[config.mk]
export PLATFORM = sky130hd
export DESIGN_NAME = sprite_layer
export DESIGN_NICKNAME = d
export VERILOG_FILES = /design/src/rtl/sprite_layer.sv
export SDC_FILE = /design/constraint.sdc
export NUM_CORES = 1
export LEC_CHECK = 0
export BUFFER_PORTS_ARGS = -buffer_cell sky130_fd_sc_hd__buf_2
export CELL_PAD_IN_SITES_DETAIL_PLACEMENT = 1
export CELL_PAD_IN_SITES_GLOBAL_PLACEMENT = 2
export CORE_MARGIN = 3
export CORE_UTILIZATION = 35
export CTS_BUF_LIST = sky130_fd_sc_hd__clkbuf_16
export CTS_CLUSTER_SIZE = 16
export DETAILED_ROUTE_END_ITERATION = 10
export GPL_TIMING_DRIVEN = 0
export PLACE_DENSITY_LB_ADDON = 0.12
export SLEW_MARGIN = 10
export SYNTH_ARGS = -nofsm -noshare
export SYNTH_HDL_FRONTEND = slang
export SYNTH_SLANG_ARGS = --single-unit
[constraint.sdc]
create_clock -name vga_clk -period 7.95 [get_ports vga_clk]
set_input_delay 1.9875 -clock vga_clk [delete_from_list [all_inputs] [get_ports vga_clk]]
set_output_delay 1.9875 -clock vga_clk [all_outputs]
set_load 0.01 [all_outputs]
[src/rtl/sprite_layer.sv]
// Animated, scalable sprite overlay with a 3-stage pixel pipeline.
// Optional horizontal mirroring is built in when SPRITE_MIRROR_EN is defined.
module sprite_layer #(
  parameter int SPR_W      = 32,
  parameter int SPR_H      = 32,
  parameter int FRAMES     = 4,
  parameter int SCALE_LOG2 = 0,
  parameter int ANIM_DIV   = 8,
  parameter int TRANSP_IDX = 0,
  localparam int AW = $clog2(FRAMES*SPR_W*SPR_H)
) (
  input  logic          vga_clk,
  input  logic          reset_n,
  input  logic [9:0]    DrawX,
  input  logic [9:0]    DrawY,
  input  logic          blank,
  input  logic [9:0]    sprite_x,
  input  logic [9:0]    sprite_y,
  input  logic          anim_en,
  input  logic [3:0]    bg_red,
  input  logic [3:0]    bg_green,
  input  logic [3:0]    bg_blue,
`ifdef SPRITE_MIRROR_EN
  input  logic          mirror,
`endif
  output logic [AW-1:0] rom_addr,
  input  logic [3:0]    rom_q,
  output logic [3:0]    pal_index,
  input  logic [3:0]    pal_red,
  input  logic [3:0]    pal_green,
  input  logic [3:0]    pal_blue,
  output logic [3:0]    red,
  output logic [3:0]    green,
  output logic [3:0]    blue,
  output logic          hit
);

  localparam int FW = (FRAMES > 1) ? $clog2(FRAMES) : 1;
  localparam int CW = (ANIM_DIV > 1) ? $clog2(ANIM_DIV) : 1;
  localparam logic [11:0] BOX_W = 12'(SPR_W << SCALE_LOG2);
  localparam logic [11:0] BOX_H = 12'(SPR_H << SCALE_LOG2);

  logic [9:0]    pos_x, pos_y;
  logic [FW-1:0] frame_idx;
  logic [CW-1:0] anim_cnt;
  logic          mirror_q;
  logic          frame_start;

  logic [10:0]   dx, dy, tx, ty, tx_eff;
  logic          in_box;
  logic [AW-1:0] addr_next;

  logic          s1_in, s1_blank, s2_in, s2_blank;
  logic [11:0]   s1_bg, s2_bg;

  assign frame_start = (DrawX == 10'd0) && (DrawY == 10'd0);
  assign pal_index   = rom_q;

  // Frame-level state only moves on the first pixel of a frame.
  always_ff @(posedge vga_clk or negedge reset_n) begin
    if (!reset_n) begin
      pos_x     <= '0;
      pos_y     <= '0;
      mirror_q  <= 1'b0;
      anim_cnt  <= '0;
      frame_idx <= '0;
    end else if (frame_start) begin
      pos_x <= sprite_x;
      pos_y <= sprite_y;
`ifdef SPRITE_MIRROR_EN
      mirror_q <= mirror;
`else
      mirror_q <= 1'b0;
`endif
      if (anim_en) begin
        if (anim_cnt == CW'(ANIM_DIV-1)) begin
          anim_cnt  <= '0;
          frame_idx <= (frame_idx == FW'(FRAMES-1)) ?
                       '0 : frame_idx + FW'(1);
        end else begin
          anim_cnt <= anim_cnt + CW'(1);
        end
      end
    end
  end

  always_comb begin
    dx     = {1'b0, DrawX} - {1'b0, pos_x};
    dy     = {1'b0, DrawY} - {1'b0, pos_y};
    in_box = !dx[10] && ({1'b0, dx} < BOX_W) &&
             !dy[10] && ({1'b0, dy} < BOX_H);
    tx     = dx >> SCALE_LOG2;
    ty     = dy >> SCALE_LOG2;
    tx_eff = mirror_q ? (11'(SPR_W-1) - tx) : tx;
    addr_next = '0;
    if (in_box)
      addr_next = AW'(32'(frame_idx) * 32'(SPR_W*SPR_H) +
                      32'(ty) * 32'(SPR_W) + 32'(tx_eff));
  end

  always_ff @(posedge vga_clk or negedge reset_n) begin
    if (!reset_n) begin
      rom_addr <= '0;
      s1_in    <= 1'b0;
      s1_blank <= 1'b0;
      s1_bg    <= '0;
      s2_in    <= 1'b0;
      s2_blank <= 1'b0;
      s2_bg    <= '0;
    end else begin
      rom_addr <= addr_next;
      s1_in    <= in_box;
      s1_blank <= blank;
      s1_bg    <= {bg_red, bg_green, bg_blue};
      s2_in    <= s1_in;
      s2_blank <= s1_blank;
      s2_bg    <= s1_bg;
    end
  end

  // rom_q lines up with stage 2 because the ROM adds one cycle.
  always_ff @(posedge vga_clk or negedge reset_n) begin
    if (!reset_n) begin
      {red, green, blue} <= '0;
      hit                <= 1'b0;
    end else if (!s2_blank) begin
      {red, green, blue} <= '0;
      hit                <= 1'b0;
    end else if (s2_in && (rom_q != 4'(TRANSP_IDX))) begin
      {red, green, blue} <= {pal_red, pal_green, pal_blue};
      hit                <= 1'b1;
    end else begin
      {red, green, blue} <= s2_bg;
      hit                <= 1'b0;
    end
  end

endmodule

# [Word level (Yosys, flattened, before mapping)]
# Index checks and enable logic that the tools add are counted.
[op_classes] magnitude_cmp=2 reduce_logical=12 mul=0 add_sub_neg=6 n_bitwise=0 n_eq_ne=2 div=0 shifts=0 mux=11
[op_table] cell="4-bit 2-to-1 mux" n=6
[op_table] cell="11-bit by 6-bit < comparator with 1-bit output (second input constant)" n=2
[op_table] cell="10-bit by 10-bit subtractor with 11-bit output" n=2
[op_table] cell="10-bit logical NOT" n=2
[op_table] cell="12-bit by 11-bit adder with 12-bit output" n=1
[op_table] cell="12-bit adder" n=1
[op_table] cell="12-bit 2-to-1 mux" n=1
[op_table] cell="1-bit logical AND" n=5
[op_table] cell="4-bit nonzero test" n=1
[op_table] cell="3-bit by 1-bit adder with 3-bit output (second input constant)" n=1
[op_table] cell="3-bit == test (second input constant)" n=1
[op_table] cell="3-bit 2-to-1 mux" n=1
[op_table] cell="3-bit AND reduction" n=1
[op_table] cell="2-bit by 1-bit adder with 2-bit output (second input constant)" n=1
[op_table] cell="2-bit == test (second input constant)" n=1
[op_table] cell="1-bit logical NOT" n=2
[op_table] cell="1-bit 2-to-1 mux" n=2
[op_table] cell="2-bit 2-to-1 mux" n=1
[op_table] cell="2-bit AND reduction" n=1
[word_totals] out_inout_bits=29 regBits=78 latchBits=0 romBits=0 n_memories=0 mem_bits_rw=0

# [Logic depth before layout (Yosys ltp)]
[depth] ltp_word=6 depth_mapped=17 depth_no_buf=16

# [Least setup slack after synthesis]
# No wires, ideal clock.
[synth_timing] path_type="input to register" startpoint="input port DrawX[1]" endpoint="register rom_addr[11]" t_arrival_ps=4916 n_path_buf=1 cell_stages=16 path_slack_ps=2915 setup_time_ps=120 path_cell_list="ha_1 -> nor2b_1 -> o31a_1 -> o31ai_1 -> o21ai_0 -> a21oi_1 -> xor2_1 -> clkbuf_1 -> inv_1 -> ha_1 -> ha_1 -> nand2_1 -> o21ai_0 -> xnor2_1 -> xnor2_1 -> and3_1"
[synth_via] elab_chain_cells=6 word_cells_on_any_way=8
[synth_rtl] item="start: declaration" line_no="14" source="input logic [9:0] DrawX,"
[synth_rtl] item="10-bit by 10-bit subtractor with 11-bit output (*)" line_no="88" source="dx = {1'b0, DrawX} - {1'b0, pos_x};"
[synth_rtl] item="11-bit by 6-bit < comparator with 1-bit output / 1-bit logical NOT (equally long branches)" line_no="90" source="in_box = !dx[10] && ({1'b0, dx} < BOX_W) &&"
[synth_rtl] item="1-bit logical AND (2 in a row)" line_no="90"
[synth_rtl] item="1-bit logical AND" line_no="91" source="!dy[10] && ({1'b0, dy} < BOX_H);"
[synth_rtl] item="12-bit 2-to-1 mux (*)" line_no="96" source="if (in_box)"
[synth_rtl] item="via addr_next[11]" line_no="51" source="logic [AW-1:0] addr_next;"
[synth_rtl] item="end signal: assignment" line_no="111" source="rom_addr <= addr_next;"
[synth_rtl] item="end: declaration" line_no="26" source="output logic [AW-1:0] rom_addr,"
# The timed path passes the listed nets; every way through them passes the cells marked *.
# A chain may end at the register's enable or synchronous reset.

# [Final worst setup path]
# Same ends and word-level chain as after synthesis.

==> Flow_metrics.wiki <==
{| class="wikitable"
! Metric !! Value
|-
| Clock transition at the registers of the reported paths || 60 ps
|-
| Most instantiated flip-flop cell in the synthesis netlist || sky130_fd_sc_hd__dfrtp_1
|-
| Detailed-route via count || 2972
|-
| Number of maximum-capacitance violations || 0
|-
| Worst-case clock skew || 6.50 ps
|-
| Measured slew at the worst slew-check pin || 646 ps
|-
| Worst vdd rail ir drop || 0.109 mV
|-
| Final weighted congestion of routability-driven global placement || 0.826
|-
| Maximum fanout along the worst path || 10
|-
| Mean instance size in the synthesized netlist || 10.7 µm²
|-
| Root Buffer || sky130_fd_sc_hd__clkbuf_16
|-
| Avg Vias per Cell || 4.86
|-
| Final-report setup violation count || 0
|-
| Number of port buffers || 100
|-
| Number of endpoints with negative hold slack in the final report || 0
|-
| TritonCTS Sinks || 78
|-
| Required time at the endpoint of the critical path || 8160 ps
|-
| Worst hold path type || reg -> reg
|-
| Worst path arrival time || 5650 ps
|-
| Net count reported at finish || 578
|-
| Antenna violations before repair || 0
|-
| Seq/Total Area, Yosys || 0.508
|-
| Sum of net half-perimeters after detailed placement || 7.43 mm
|-
| Critical path endpoint category || register
|-
| Combined global-route utilization of all metal layers || 0.162
|-
| Synth top area cells || sky130_fd_sc_hd__dfrtp_1 51%, sky130_fd_sc_hd__ha_1 11%, sky130_fd_sc_hd__nand2_1 4.8%
|-
| # hold bufs at CTS || 0
|-
| Clock buffer depth || 2
|-
| Insertion delay to the later sink of the worst-skew pair || 330 ps
|-
| Netlist cell types || 45
|-
| Top cell types by occurrence after synthesis || 78 x sky130_fd_sc_hd__dfrtp_1, 49 x sky130_fd_sc_hd__nand2_1, 33 x sky130_fd_sc_hd__ha_1
|-
| Area growth syn-to-layout || 25.6%
|-
| Area share of the largest cell type after synthesis || 0.508
|-
| Critical path's most frequent cell || sky130_fd_sc_hd__ha_1
|-
| Core area || 10500 µm²
|-
| Worst relative slew slack || 0.569
|-
| Yosys warning count || 0
|-
| Min Clock Period, post-route || 5440 ps
|-
| Vias in the first global route || 3230
|-
| DR WL/cell || 15.6 µm
|-
| Summed negative setup slack over all endpoints || 0 ps
|-
| Critical path depth || 17
|-
| Number of fill cells in the layout || 1209
|-
| 1st-iter DRT viols || 71
|-
| Maximum cell stage delay along the critical path || 380 ps
|-
| Period utilisation layout || 0.684
|-
| First-pass iteration count of the detailed router || 4
|-
| Share of the core filled with cells in the final layout || 0.459
|-
| Most frequent cell after synthesis || sky130_fd_sc_hd__dfrtp_1
|-
| Number of flops mapped to enable cells by yosys || 0
|-
| Initial core utilization || 0.366
|-
| Number of buffers added by the clock tree synthesis step || 9
|-
| Library cell occupying the most area in the post-synthesis netlist || sky130_fd_sc_hd__dfrtp_1
|-
| Post-synthesis cell area || 3840 µm²
|-
| Die width || 111 µm
|-
| Final antenna-violating net count || 0
|-
| Outcome || complete, no violations
|-
| Path type of the worst setup path || in -> reg
|-
| Crit path max-delay cell type || sky130_fd_sc_hd__o31ai_1
|-
| Power density over cell area || 184 nW/µm²
|-
| Async set-or-reset flop fraction in the synthesized netlist || 1.00
|-
| TritonCTS clock tree || built
|-
| Highest clock rate || 184 MHz
|-
| Total I/O pin count || 101
|-
| Startpoint Class || primary input
|-
| Worst reg2reg path depth || 17
|-
| Buffer count from post-CTS setup fixing || 0
|-
| Ant diodes || 0
|-
| Largest net degree at the start of global routing || 65
|-
| Number of cells on the worst hold path || 0
|-
| Layout cells sized above 1 || 0.286
|-
| Die extent in y || 111 µm
|-
| Post-CTS resize count || 0
|-
| Number of H-tree branching levels || 3
|-
| Cells after synthesis || 358
|-
| Leakage Power || 2.59 nW
|-
| Wire length of the first global-routing pass || 16.1 mm
|-
| Delay-heaviest family, CP || compound AO/OA/AOI/OAI gates
|-
| Area of the die || 12300 µm²
|-
| Global route overflow || 0
|-
| Cell-by-cell trace of the critical path || buf_2 -> ha_1 -> nor2b_1 -> o31a_1 -> o31ai_1 -> o21ai_0 -> a21oi_1 -> xor2_1 -> clkbuf_1 -> inv_1 -> ha_1 -> ha_1 -> nand2_1 -> o21ai_0 -> xnor2_1 -> xnor2_1 -> and3_1
|-
| Number of placement rows || 37
|-
| Post-Syn Nets || 466
|-
| Number of pins exceeding their max-slew limit in the final report || 0
|-
| Routed wire length || 9.52 mm
|-
| Number of buffers and inverters on the critical path || 3
|-
| Residual DRC count || 0
|-
| RSZ-0062 raised after global routing || no
|-
| Synth Register Bits || 78
|}
[per-layer routing]
layer  GRT usage  part of all wire
met4      0.0452             0.011
met3      0.0382             0.044
met2       0.265              0.47
met5           0                 0
met1       0.217              0.48
[cell usage in the layout, fill, tap and decap left out, types with 2 or more instances in the layout]
cell type                    count
sky130_fd_sc_hd__buf_2          99
sky130_fd_sc_hd__dfrtp_1        78
sky130_fd_sc_hd__nand2_1        49
sky130_fd_sc_hd__ha_1           33
sky130_fd_sc_hd__inv_1          27
sky130_fd_sc_hd__o21ai_0        24
sky130_fd_sc_hd__a21oi_1        20
sky130_fd_sc_hd__a21boi_0       13
sky130_fd_sc_hd__xor2_1         11
sky130_fd_sc_hd__clkbuf_1       10
sky130_fd_sc_hd__and3_1          9
sky130_fd_sc_hd__clkbuf_16       9
sky130_fd_sc_hd__a21o_1          8
sky130_fd_sc_hd__xnor2_1         8
sky130_fd_sc_hd__nor2_1          7
sky130_fd_sc_hd__nand3_1         5
sky130_fd_sc_hd__nor4_1          5
sky130_fd_sc_hd__mux2_2          5
sky130_fd_sc_hd__buf_4           5
sky130_fd_sc_hd__o21a_1          4
sky130_fd_sc_hd__and2_1          3
sky130_fd_sc_hd__nor3_1          3
sky130_fd_sc_hd__fa_1            3
sky130_fd_sc_hd__nor2b_1         2
sky130_fd_sc_hd__nand4_1         2
sky130_fd_sc_hd__a31oi_1         2
sky130_fd_sc_hd__mux2i_1         2
sky130_fd_sc_hd__and3_2          2
sky130_fd_sc_hd__inv_6           2
sky130_fd_sc_hd__clkinvlp_4      2
[worst reg2reg max path, cell delays in order, from the launching register on]
cell and delay (ps):
sky130_fd_sc_hd__dfrtp_1 360, sky130_fd_sc_hd__inv_1 120, sky130_fd_sc_hd__ha_1 240, sky130_fd_sc_hd__nor2b_1 140, sky130_fd_sc_hd__o31a_1 270, sky130_fd_sc_hd__o31ai_1 380
sky130_fd_sc_hd__o21ai_0 160, sky130_fd_sc_hd__a21oi_1 190, sky130_fd_sc_hd__xor2_1 350, sky130_fd_sc_hd__clkbuf_1 330, sky130_fd_sc_hd__inv_1 90, sky130_fd_sc_hd__ha_1 300
sky130_fd_sc_hd__ha_1 340, sky130_fd_sc_hd__nand2_1 60, sky130_fd_sc_hd__o21ai_0 220, sky130_fd_sc_hd__xnor2_1 170, sky130_fd_sc_hd__xnor2_1 90, sky130_fd_sc_hd__and3_1 180
[final cells by class]
cell class | instances | area (µm²) | share of cell area
Tap cell | 136 | 170 | 0.0353
Sequential cell | 78 | 1950 | 0.405
Buffer | 15 | 78.8 | 0.0163
Inverter | 27 | 101 | 0.0210
Timing Repair Buffer | 101 | 531 | 0.110
Clock inverter | 7 | 57.6 | 0.0119
Multi-Input combinational cell | 238 | 1710 | 0.354
Clock buffer | 9 | 225 | 0.0467
[worst paths after layout]
path	startpoint	slack, ps	to
max reg2reg	pos_x[1]	3870	rom_addr[11]
max	DrawX[1]	2510	rom_addr[11]
min reg2reg	s1_bg[1]	340	s2_bg[1]
max in group asynchronous	reset_n	5850	pos_x[7]
min	s1_bg[1]	340	s2_bg[1]
min in group asynchronous	reset_n	1520	pos_y[0]
[cells by family after synthesis]
family | Yosys count | share of synthesized area
compound gates | 81 | 0.133
xor+xnor | 19 | 0.0433
fa+ha+maj | 36 | 0.123
buf+inv | 42 | 0.0469
flops | 78 | 0.508
mux | 7 | 0.0199
simple gates | 95 | 0.126
[registers in the layout, summed over array words and instances (netlist names)]
| name | cells |
|---|---|
| green | 4 |
| hit | 1 |
| frame_idx | 2 |
| blue | 4 |
| red | 4 |
| rom_addr | 12 |
| s2_bg | 12 |
| s1_in | 1 |
| pos_y | 10 |
| s1_blank | 1 |
| s2_blank | 1 |
| s1_bg | 12 |
| anim_cnt | 3 |
| s2_in | 1 |
| pos_x | 10 |
[through the flow]
| stage | cells | instance area (µm²) | hold WS, ps | power [W] | setup WS [ps] |
|---|---|---|---|---|---|
| floorplan | 358 | 3840 | 331 | 0.000463 | 2910 |
| global placement | 594 | 4510 | 331 | 0.000506 | 2210 |
| detailed placement | 595 | 4540 | 336 | 0.000511 | 2190 |
| CTS | 611 | 4820 | 345 | 0.000905 | 2530 |
| global route | 611 | 4820 | 347 | 0.000937 | 2200 |
| finish | 611 | 4820 | 342 | 0.000886 | 2510 |
[report_power, final]
group	leakage (nW)	internal, W	total [W]	switching, W
sequential	0.923	0.000407	0.000409	0.00000279
combinational	1.53	0.0000426	0.0000928	0.0000502
clock	0.134	0.000216	0.000383	0.000168
No activity file was read; power rests on OpenSTA's default activity.
